$ cat config.mk
export PLATFORM = sky130hd
export DESIGN_NAME = issue_unit_flat
export DESIGN_NICKNAME = d
export VERILOG_FILES = /design/src/rtl/tomasulo_pkg.sv /design/src/rtl/issue_unit_if.sv /design/src/rtl/issue_queue.sv /design/src/rtl/issue_unit.sv /design/src/flat_wrapper.sv
export SDC_FILE = /design/constraint.sdc
export NUM_CORES = 1
export LEC_CHECK = 0
export ABC_AREA = 1
export CAP_MARGIN = 20
export CORE_ASPECT_RATIO = 0.8
export CORE_MARGIN = 5
export CORE_UTILIZATION = 25
export CTS_CLUSTER_DIAMETER = 30
export DETAILED_ROUTE_END_ITERATION = 10
export PLACE_DENSITY = 0.52
export SLEW_MARGIN = 5
export SYNTH_ARGS = -nofsm -noshare
export SYNTH_HDL_FRONTEND = slang
export SYNTH_SLANG_ARGS = --single-unit
$ cat constraint.sdc
create_clock -name clk1 -period 6.72 [get_ports clk1]
set_clock_uncertainty 0.1 [all_clocks]
set_input_delay 2.016 -clock clk1 [delete_from_list [all_inputs] [get_ports clk1]]
set_output_delay 2.016 -clock clk1 [all_outputs]
set_load 0.01 [all_outputs]
$ cat src/rtl/tomasulo_pkg.sv
// rtl/tomasulo_pkg.sv - shared Tomasulo types: func codes, RS classes, ROB tag width, status entries
package tomasulo_pkg;

  localparam int ROB_TAG_W = 3;

  localparam logic [3:0] FUNC_ADD = 4'b0000;
  localparam logic [3:0] FUNC_SUB = 4'b0001;
  localparam logic [3:0] FUNC_MUL = 4'b0010;
  localparam logic [3:0] FUNC_DIV = 4'b0011;
  localparam logic [3:0] FUNC_LD  = 4'b0100;
  localparam logic [3:0] FUNC_ST  = 4'b0101;
  localparam logic [3:0] FUNC_BEQ = 4'b0110;
  localparam logic [3:0] FUNC_BNE = 4'b0111;

  typedef enum logic [1:0] {CLS_ADD, CLS_MUL, CLS_NONE} cls_e;

  typedef struct packed {
    logic                 busy;
    logic [ROB_TAG_W-1:0] tag;
  } status_t;

  typedef struct packed {
    logic [3:0] func;
    logic [3:0] rd;
    logic [3:0] rs1;
    logic [3:0] rs2;
  } iq_entry_t;

  function automatic cls_e func_class(input logic [3:0] f);
    case (f)
      FUNC_ADD, FUNC_SUB, FUNC_LD, FUNC_ST, FUNC_BEQ, FUNC_BNE: return CLS_ADD;
      FUNC_MUL, FUNC_DIV: return CLS_MUL;
      default: return CLS_NONE;
    endcase
  endfunction

  function automatic logic writes_rd(input logic [3:0] f);
    return (f == FUNC_ADD) || (f == FUNC_SUB) || (f == FUNC_MUL) ||
           (f == FUNC_DIV) || (f == FUNC_LD);
  endfunction

endpackage

$ cat src/rtl/issue_unit_if.sv
// rtl/issue_unit_if.sv - decoded-instruction input and issued-bundle output of the issue stage
interface issue_unit_if;
  import tomasulo_pkg::*;

  logic                 in_valid;
  logic                 in_ready;
  logic [3:0]           in_func;
  logic [3:0]           in_rd;
  logic [3:0]           in_rs1;
  logic [3:0]           in_rs2;

  logic                 issue_valid;
  logic [3:0]           func;
  logic [3:0]           rs1;
  logic [3:0]           rs2;
  logic [3:0]           rd;
  logic                 rs1_b;
  logic                 rs2_b;
  logic [ROB_TAG_W-1:0] rob_ind;

  modport master (
    output in_valid, in_func, in_rd, in_rs1, in_rs2,
    input  in_ready, issue_valid, func, rs1, rs2, rd, rs1_b, rs2_b, rob_ind
  );

  modport slave (
    input  in_valid, in_func, in_rd, in_rs1, in_rs2,
    output in_ready, issue_valid, func, rs1, rs2, rd, rs1_b, rs2_b, rob_ind
  );

endinterface

$ cat src/rtl/issue_queue.sv
// rtl/issue_queue.sv - in-order instruction FIFO with occupancy count and combinational head
module issue_queue #(
  parameter int DEPTH = 4,
  parameter int WIDTH = 16,
  localparam int CNT_W = $clog2(DEPTH + 1)
) (
  input  logic             clk1,
  input  logic             rst,
  input  logic             flush,
  input  logic             push,
  input  logic [WIDTH-1:0] push_data,
  input  logic             pop,
  output logic             in_ready,
  output logic [WIDTH-1:0] head,
  output logic [CNT_W-1:0] count
);

  localparam int PTR_W = $clog2(DEPTH);

  logic [WIDTH-1:0] mem_q [DEPTH];
  logic [WIDTH-1:0] mem_d [DEPTH];
  logic [PTR_W-1:0] wr_ptr_q, wr_ptr_d, rd_ptr_q, rd_ptr_d;
  logic [CNT_W-1:0] count_q, count_d;
  logic             push_ok, pop_ok;

  assign in_ready = (count_q != CNT_W'(DEPTH));
  assign head     = mem_q[rd_ptr_q];
  assign count    = count_q;
  assign push_ok  = push && in_ready;
  assign pop_ok   = pop && (count_q != '0);

  // DEPTH is a power of two, so pointers wrap by natural overflow
  always_comb begin
    mem_d    = mem_q;
    wr_ptr_d = wr_ptr_q;
    rd_ptr_d = rd_ptr_q;
    if (push_ok) begin
      mem_d[wr_ptr_q] = push_data;
      wr_ptr_d        = wr_ptr_q + PTR_W'(1);
    end
    if (pop_ok) rd_ptr_d = rd_ptr_q + PTR_W'(1);
    count_d = count_q + CNT_W'(push_ok) - CNT_W'(pop_ok);
    if (flush) begin
      wr_ptr_d = '0;
      rd_ptr_d = '0;
      count_d  = '0;
    end
  end

  always_ff @(posedge clk1 or posedge rst) begin
    if (rst) begin
      for (int i = 0; i < DEPTH; i++) mem_q[i] <= '0;
      wr_ptr_q <= '0;
      rd_ptr_q <= '0;
      count_q  <= '0;
    end else begin
      mem_q    <= mem_d;
      wr_ptr_q <= wr_ptr_d;
      rd_ptr_q <= rd_ptr_d;
      count_q  <= count_d;
    end
  end

endmodule

$ cat src/rtl/issue_unit.sv
// rtl/issue_unit.sv - Tomasulo issue stage: queue, rename via status table, in-order ROB tag allocation.
// ISSUE_BYPASS_EN: a source cleared by a same-cycle commit reads as ready.
module issue_unit
  import tomasulo_pkg::*;
#(
  parameter int IQ_DEPTH  = 4,
  parameter int ROB_DEPTH = 8,
  parameter int NREG      = 16
) (
  input  logic                 clk1,
  input  logic                 rst,
  issue_unit_if.slave          bus,
  input  logic                 add_full,
  input  logic                 mul_full,
  input  logic                 commit_valid,
  input  logic [ROB_TAG_W-1:0] commit_rob,
  input  logic [3:0]           commit_rd,
  input  logic                 flush,
  output logic                 rob_full
);

  localparam int CNT_W    = $clog2(ROB_DEPTH + 1);
  localparam int IQ_CNT_W = $clog2(IQ_DEPTH + 1);

  iq_entry_t             in_entry, head;
  logic [IQ_CNT_W-1:0]   iq_count;
  logic                  iq_ready, push, target_full, do_issue, do_drop;
  logic                  commit_ok, commit_clr;
  cls_e                  cls;
  logic [4:0]            src1, src2;

  status_t               status_q [NREG];
  status_t               status_d [NREG];
  logic [ROB_TAG_W-1:0]  rob_tail_q, rob_tail_d;
  logic [CNT_W-1:0]      rob_count_q, rob_count_d;
  logic                  issue_valid_q, issue_valid_d;
  logic [3:0]            func_q, func_d, rs1_q, rs1_d, rs2_q, rs2_d, rd_q, rd_d;
  logic                  rs1_b_q, rs1_b_d, rs2_b_q, rs2_b_d;
  logic [ROB_TAG_W-1:0]  rob_ind_q, rob_ind_d;

  assign in_entry = '{func: bus.in_func, rd: bus.in_rd, rs1: bus.in_rs1, rs2: bus.in_rs2};
  assign push     = bus.in_valid && iq_ready && !flush;

  issue_queue #(.DEPTH(IQ_DEPTH), .WIDTH($bits(iq_entry_t))) u_iq (
    .clk1      (clk1),
    .rst       (rst),
    .flush     (flush),
    .push      (push),
    .push_data (in_entry),
    .pop       (do_issue || do_drop),
    .in_ready  (iq_ready),
    .head      (head),
    .count     (iq_count)
  );

  assign cls         = func_class(head.func);
  assign rob_full    = (rob_count_q == CNT_W'(ROB_DEPTH));
  assign target_full = (cls == CLS_ADD) ? add_full : (cls == CLS_MUL) ? mul_full : 1'b0;
  assign do_issue    = (iq_count != '0) && !rob_full && (cls != CLS_NONE) && !target_full && !flush;
  assign do_drop     = (iq_count != '0) && (cls == CLS_NONE) && !flush;
  assign commit_ok   = commit_valid && (rob_count_q != '0);
  assign commit_clr  = commit_ok && status_q[commit_rd].busy && (status_q[commit_rd].tag == commit_rob);

  // Returns {ready, value}: value is the register index when ready, else the zero-extended tag
  function automatic logic [4:0] src_lookup(input logic [3:0] r);
    logic ready;
    ready = !status_q[r].busy;
`ifdef ISSUE_BYPASS_EN
    if (commit_clr && (commit_rd == r)) ready = 1'b1;
`endif
    return ready ? {1'b1, r} : {1'b0, 4'(status_q[r].tag)};
  endfunction

  assign src1 = src_lookup(head.rs1);
  assign src2 = src_lookup(head.rs2);

  always_comb begin
    status_d      = status_q;
    rob_tail_d    = rob_tail_q;
    issue_valid_d = 1'b0;
    func_d        = func_q;
    rs1_d         = rs1_q;
    rs2_d         = rs2_q;
    rd_d          = rd_q;
    rs1_b_d       = rs1_b_q;
    rs2_b_d       = rs2_b_q;
    rob_ind_d     = rob_ind_q;
    if (commit_clr) status_d[commit_rd] = '0;
    // Applied after the commit clear so a same-cycle rename of commit_rd wins
    if (do_issue) begin
      issue_valid_d = 1'b1;
      func_d        = head.func;
      rd_d          = head.rd;
      {rs1_b_d, rs1_d} = src1;
      {rs2_b_d, rs2_d} = src2;
      rob_ind_d     = rob_tail_q;
      rob_tail_d    = (rob_tail_q == ROB_TAG_W'(ROB_DEPTH - 1)) ? '0 : rob_tail_q + ROB_TAG_W'(1);
      if (writes_rd(head.func)) status_d[head.rd] = '{busy: 1'b1, tag: rob_tail_q};
    end
    rob_count_d = rob_count_q + CNT_W'(do_issue) - CNT_W'(commit_ok);
    if (flush) begin
      for (int i = 0; i < NREG; i++) status_d[i] = '0;
      rob_tail_d    = '0;
      rob_count_d   = '0;
      issue_valid_d = 1'b0;
    end
  end

  always_ff @(posedge clk1 or posedge rst) begin
    if (rst) begin
      for (int i = 0; i < NREG; i++) status_q[i] <= '0;
      rob_tail_q    <= '0;
      rob_count_q   <= '0;
      issue_valid_q <= 1'b0;
      func_q        <= '0;
      rs1_q         <= '0;
      rs2_q         <= '0;
      rd_q          <= '0;
      rs1_b_q       <= 1'b0;
      rs2_b_q       <= 1'b0;
      rob_ind_q     <= '0;
    end else begin
      status_q      <= status_d;
      rob_tail_q    <= rob_tail_d;
      rob_count_q   <= rob_count_d;
      issue_valid_q <= issue_valid_d;
      func_q        <= func_d;
      rs1_q         <= rs1_d;
      rs2_q         <= rs2_d;
      rd_q          <= rd_d;
      rs1_b_q       <= rs1_b_d;
      rs2_b_q       <= rs2_b_d;
      rob_ind_q     <= rob_ind_d;
    end
  end

  assign bus.in_ready    = iq_ready;
  assign bus.issue_valid = issue_valid_q;
  assign bus.func        = func_q;
  assign bus.rs1         = rs1_q;
  assign bus.rs2         = rs2_q;
  assign bus.rd          = rd_q;
  assign bus.rs1_b       = rs1_b_q;
  assign bus.rs2_b       = rs2_b_q;
  assign bus.rob_ind     = rob_ind_q;

endmodule

$ cat src/flat_wrapper.sv
// flat-port wrapper written by rule: the top's interface ports become plain ports
module issue_unit_flat import tomasulo_pkg::*;
#(
  parameter int IQ_DEPTH  = 4,
  parameter int ROB_DEPTH = 8,
  parameter int NREG      = 16
)
  (clk1, rst, add_full, mul_full, commit_valid, commit_rob, commit_rd, flush, rob_full, bus_in_valid, bus_in_func, bus_in_rd, bus_in_rs1, bus_in_rs2, bus_in_ready, bus_issue_valid, bus_func, bus_rs1, bus_rs2, bus_rd, bus_rs1_b, bus_rs2_b, bus_rob_ind);
  issue_unit_if bus_i ();
  input  logic clk1;
  input  logic rst;
  input  logic add_full;
  input  logic mul_full;
  input  logic commit_valid;
  input  logic [ROB_TAG_W-1:0] commit_rob;
  input  logic [3:0] commit_rd;
  input  logic flush;
  output logic rob_full;
  input wire logic [$bits(bus_i.in_valid)-1:0] bus_in_valid;
  input wire logic [$bits(bus_i.in_func)-1:0] bus_in_func;
  input wire logic [$bits(bus_i.in_rd)-1:0] bus_in_rd;
  input wire logic [$bits(bus_i.in_rs1)-1:0] bus_in_rs1;
  input wire logic [$bits(bus_i.in_rs2)-1:0] bus_in_rs2;
  output wire logic [$bits(bus_i.in_ready)-1:0] bus_in_ready;
  output wire logic [$bits(bus_i.issue_valid)-1:0] bus_issue_valid;
  output wire logic [$bits(bus_i.func)-1:0] bus_func;
  output wire logic [$bits(bus_i.rs1)-1:0] bus_rs1;
  output wire logic [$bits(bus_i.rs2)-1:0] bus_rs2;
  output wire logic [$bits(bus_i.rd)-1:0] bus_rd;
  output wire logic [$bits(bus_i.rs1_b)-1:0] bus_rs1_b;
  output wire logic [$bits(bus_i.rs2_b)-1:0] bus_rs2_b;
  output wire logic [$bits(bus_i.rob_ind)-1:0] bus_rob_ind;
  assign bus_i.in_valid = bus_in_valid;
  assign bus_i.in_func = bus_in_func;
  assign bus_i.in_rd = bus_in_rd;
  assign bus_i.in_rs1 = bus_in_rs1;
  assign bus_i.in_rs2 = bus_in_rs2;
  assign bus_in_ready = bus_i.in_ready;
  assign bus_issue_valid = bus_i.issue_valid;
  assign bus_func = bus_i.func;
  assign bus_rs1 = bus_i.rs1;
  assign bus_rs2 = bus_i.rs2;
  assign bus_rd = bus_i.rd;
  assign bus_rs1_b = bus_i.rs1_b;
  assign bus_rs2_b = bus_i.rs2_b;
  assign bus_rob_ind = bus_i.rob_ind;
  issue_unit #(.IQ_DEPTH(IQ_DEPTH), .ROB_DEPTH(ROB_DEPTH), .NREG(NREG)) u_core (.clk1(clk1), .rst(rst), .bus(bus_i), .add_full(add_full), .mul_full(mul_full), .commit_valid(commit_valid), .commit_rob(commit_rob), .commit_rd(commit_rd), .flush(flush), .rob_full(rob_full));
endmodule
Yosys cells after proc, flatten, opt, wreduce, memory -nomap -nowiden
Memory sizes are Yosys's and may differ from the RTL's.
Cells that the tools add are included.
W data, S select, Z words.
Word-level totals
  bits in registers: 164
  ROM bits: 8
  input port bits: 30
  output and inout bits: 24
  logic and storage cells: 156
  memories: 1
Memories
  (name not given): depth 8, width 1, read ports 1, clocked after Yosys merged registers in 0, wr ports 0, RTL line tomasulo_pkg.sv:30  | case (f)
Operators by class
  add/subtract/negate cells: 7
  order comparisons: 9
  equality and inequality tests: 11
  multiplexer cells: 40
  bitwise logic cells: 8
  reduce and logical (&&, ||, !) cells: 31
Operators with widths (count)
  $mux W64: 4
  $bwmux W64: 2
  $and A64 B64 Y64: 1
  $not A64 Y64: 1
  $bmux W4 S4: 3
  $mux W16: 3
  $mux W4: 9
  $bmux W16 S2: 1
  $demux W16 S2: 1
  $demux W4 S4: 2
  $ge A5 B5 Y1 const B: 4
  $not A4 Y5: 4
  $logic_and A1 B1 Y1: 16
  $mux W3: 4
  $lt A5 B1 Y1 const B: 2
  $mux W2: 5
  $mux W5: 2
  $eq A4 B2 Y1 const B: 2
  $ge A3 B3 Y1 const B: 2
  $not A2 Y3: 2
  $reduce_bool A2 Y1: 3
  $logic_or A1 B1 Y1: 5
  $add A2 B1 Y2 const B: 2
  $add A4 B1 Y4: 1
  20 further kinds: 25

Depth between registers and ports, before layout
An unclocked memory read counts as a cell.
  depth after elaboration: 16
  gate-level depth with buffers: 18
  mapped depth without buffers: 16

Hierarchy
A second synthesis with hierarchy kept.
Unflattened totals
  cell total of the unflattened synthesis: 1345
  area total of the unflattened synthesis: 9730.6 um2
Modules (own cells, without submodules)
  issue_unit: times used 1, cells each 913, area each 6175.9 um2, seq. area each 2327.2 um2
  issue_queue: times used 1, cells each 432, area each 3554.7 um2, seq. area each 1776.7 um2

Least setup slack after synthesis
Ideal clock, no wire load.
  path type: in2reg
  from: input port flush
  to: register u_core.u_iq.count_q[2] (netlist: u_core.u_iq.count[2])
  library setup time: 124 ps
  data arrival time: 3887 ps
  required time: 6496 ps
  slack: 2609 ps
  cell stages on the path: 12
  path through: buf_2 -> clkinv_1 -> nand4_2 -> buf_2 -> nand2_1 -> ha_1 -> inv_1 -> ha_1 -> inv_1 -> fa_1 -> o21ai_0 -> a21oi_1
On the way
  word-level cells in the longest chain between the ends: 6
  elaborated cells between the ends (all ways): 10
  classes of those cells: add/sub (2); mux (1); reduce/logical (7)
RTL lines
  from (decl): RTL line flat_wrapper.sv:17  | input logic flush;
  $logic_not A1 Y1: RTL line issue_unit.sv:42, issue_unit.sv:59, issue_unit.sv:60
  $logic_and A1 B1 Y1, on equally long branches: RTL line issue_unit.sv:42, issue_unit.sv:59, issue_unit.sv:60
  $logic_and A1 B1 Y1 or $logic_or A1 B1 Y1 (tied branches): RTL line issue_queue.sv:29, issue_unit.sv:50
  $add A3 B1 Y3 or $logic_and A1 B1 Y1 (tied branches): RTL line issue_queue.sv:42, issue_queue.sv:30
  $sub A3 B1 Y3: RTL line issue_queue.sv:42  | count_d = count_q + CNT_W'(push_ok) - CNT_W'(pop_ok);
  $mux W3 *: RTL line issue_queue.sv:43  | if (flush) begin
  via u_core.u_iq.count_d[2]: RTL line issue_queue.sv:23  | logic [CNT_W-1:0] count_q, count_d;
  to (signal assigned): RTL line issue_queue.sv:60  | count_q <= count_d;
  to (decl): RTL line issue_queue.sv:23
Mark *: on every way through the listed nets, which the timed path passes. The rest lies on a longest branch.
A chain may end at the register's enable or synchronous reset.

==> impl_metrics.ini <==
[run_status]
status = complete, no violations

[sta]
finalHoldViolations = 0
fin_tns_setup_ns = 0
setup_viol = 0
worst_slew_pin_slew_ns = 1.09
maxSlewViolCount = 0
layout_min_cycle_time_ns = 5.06
fin_crit_sh = 0.753
max_freq_mhz = 198
grt_setup_unrepaired = no
slew_headroom = 0.274

[synth]
ys_types = 40
syn_nets = 1308
synth_compound_area_frac = 0.129
synth_mux_area_frac = 0.0679
synth_top_area_frac = 0.420
synth_top_family_by_area = simple AND/OR/NAND/NOR gates
synth_warnings = 0
synth_ff_type = dfrtp_1
synthCells = 1262
synthArstFlopShare = 1.00
synthTopCellsByArea = dfrtp_1 (42%), nand2_1 (18%), mux2_2 (6.8%), nand3_1 (4.8%), a21oi_1 (3.7%)
synth_edf_count = 0
synth-simple-area-share = 0.285
synthAdderAreaFrac = 0.0220
synth-xor-area-share = 0.00179
synth-seq-cells = 164
yosysSeqAreaShare = 0.420
syn_avg_cell_area_sq_um = 7.75
yosysTopAreaCell = dfrtp_1
netlist_area_sq_um = 9780

[cts]
postCtsResizedCells = 0
cts_sinks = 164
clkLatencyLatePin_ns = 0.44
cts-root-buf = clkbuf_16
clock_tree.buffer_depth = 2
h-tree-depth = 4
cts_buffers = 17
hold_buffers = 0
cts_tree = yes
cts_setup_buffers = 0
path_clk_slew_ns = 0.07

[worst_setup_path]
critical_path.endpoint = u_core.status_q[23]
arrival_ns = 5.27
criticalPathCategory = in -> reg
crit-reg2reg-capture = u_core.bus.rs2[0]
r2r_setup_slack_ns = 2.84
r2r_cells = 14
crit_path_start = commit_rd[1]
start_kind = primary input
crit_path_end_kind = register
r2r-start = u_core.u_iq.rd_ptr_q[0]
required_ns = 6.93
crit_path_max_fanout = 20

[finish]
insertedDiodeCount = 0
fillCellCount = 4162
final_cell_mix = nand2_1 (471), dfrtp_1 (164), nand3_1 (93)
mostFrequentLayoutCell = nand2_1
final_nets = 1334
area_growth_pct = 15.3
drive_gt1_frac = 0.121

[flow_run]
cap_violations = 0

[grt]
grt_pass1_wl_um = 48100
gr-usage-all-layers = 0.141
antenna_found_initial = 0
grt-ovfl-total = 0
grt_pass1_vias = 8181
grt_max_degree = 96

[power_and_ir_drop]
p_leak_nw = 5.12
power_mw = 4.70
power.density_nw_per_um2 = 416
ir_drop_v = 0.000183

[detailed_routing]
vias_per_cell = 4.81
drcViolationCount = 0
drt-total-wl_um = 30200
firstDrtPassIters = 5
wl_per_cell_um = 16.8
drtAntennaViolNets = 0
drt-initial-drc-count = 673
vias = 8638

[die]
rows = 64
die_area_sq_um = 43200
die_h_um = 187
die_w_um = 231
core_sq_um = 38400
initial_utilization = 0.254
ios = 54

[place]
place_hpwl_um = 21300
place_congestion = 0.877
io_buffer_count = 53

[min_path]
hold_path.class = reg -> reg
min-delay-start = u_core.bus.func[3]
## per-stage QoR
step | utilization | hold WS, ns | cells | cell area [sq um] | worst slack, ns
floorplan | - | 0.380 | 1262 | 9780 | 0.171
global placement | 0.278 | 0.352 | 1763 | 10700 | 1.34
detailed placement | 0.278 | 0.358 | 1763 | 10700 | 1.32
CTS | 0.293 | 0.374 | 1795 | 11300 | 1.78
global route | 0.293 | 0.407 | 1796 | 11300 | 1.45
finish | 0.293 | 0.367 | 1796 | 11300 | 1.66
## worst max-delay path, stage by stage
cell and delay (ns):
clkdlybuf4s50_1 0.96, inv_2 0.31, nand2_1 0.14, nand2_1 0.08, nand2_1 0.08, nand2_1 0.06
o21ai_1 0.13, nand2_1 0.07, nor2_2 0.81, nand3_1 0.37, nand2_1 0.15, a21oi_1 0.07
## area by class of cell
| type | instances | area, sq um | area share |
|---|---|---|---|
| multi-input combinational | 938 | 4940 | 0.438 |
| inverter | 101 | 387 | 0.0343 |
| timing repair buffer | 66 | 648 | 0.0575 |
| sequential | 164 | 4100 | 0.364 |
| tap | 495 | 619 | 0.0549 |
| clock buffer | 22 | 484 | 0.0429 |
| clock inverter | 10 | 95.1 | 0.00843 |
## logic make-up after synthesis
family	Yosys count
buf+inv	160
simple gates	650
xor+xnor	2
flops	164
mux	59
fa+ha+maj	16
compound gates	211
## synthesized netlist by cell type (16+ instances only)
master and count:
nand2_1 471, o211ai_1 48, nand3_1 93, dfrtp_1 164
inv_1 85, o21ai_1 18, a21oi_1 73, buf_2 29
mux2_2 59, nand3_2 16, nor2_1 48, o21ai_0 59
## layer usage
| metal | up-vias | GRT usage | part of all wire |
|---|---|---|---|
| li1 | 4205 | - | - |
| met1 | 4169 | 0.210 | 0.49 |
| met2 | 231 | 0.206 | 0.44 |
| met3 | 33 | 0.0325 | 0.056 |
| met4 | 0 | 0.0366 | 0.017 |
| met5 | - | 0 | 0 |
## flip-flops by register name (all words and copies together), names as in the netlist, 3 cells and up
signal,flops
u_core.bus.func,4
u_core.bus.rd,4
u_core.bus.rob_ind,3
u_core.bus.rs1,4
u_core.bus.rs2,4
u_core.rob_count_q,4
u_core.rob_tail_q,3
u_core.status_q,64
u_core.u_iq.count,3
u_core.u_iq.mem_q,64
## how the worst min path moves through the flow
stage,to,slack [ns],cells after the start
floorplan,u_core.u_iq.mem_q[32],0.38,1
CTS,u_core.bus.func[3],0.37,2
global route,u_core.bus.rs2[3],0.41,2
finish,u_core.bus.func[3],0.37,2
global placement,u_core.bus.func[3],0.35,2
detailed placement,u_core.bus.func[3],0.36,2
## where the power goes
group | internal (mW) | leakage [nW] | switching, mW
registers | 1.24 | 2.17 | 0.183
clock network | 0.552 | 0.283 | 0.427
logic | 0.796 | 2.67 | 1.50
total | 2.59 | 5.12 | 2.11
Note: power is estimated with default switching activity, not from simulation.
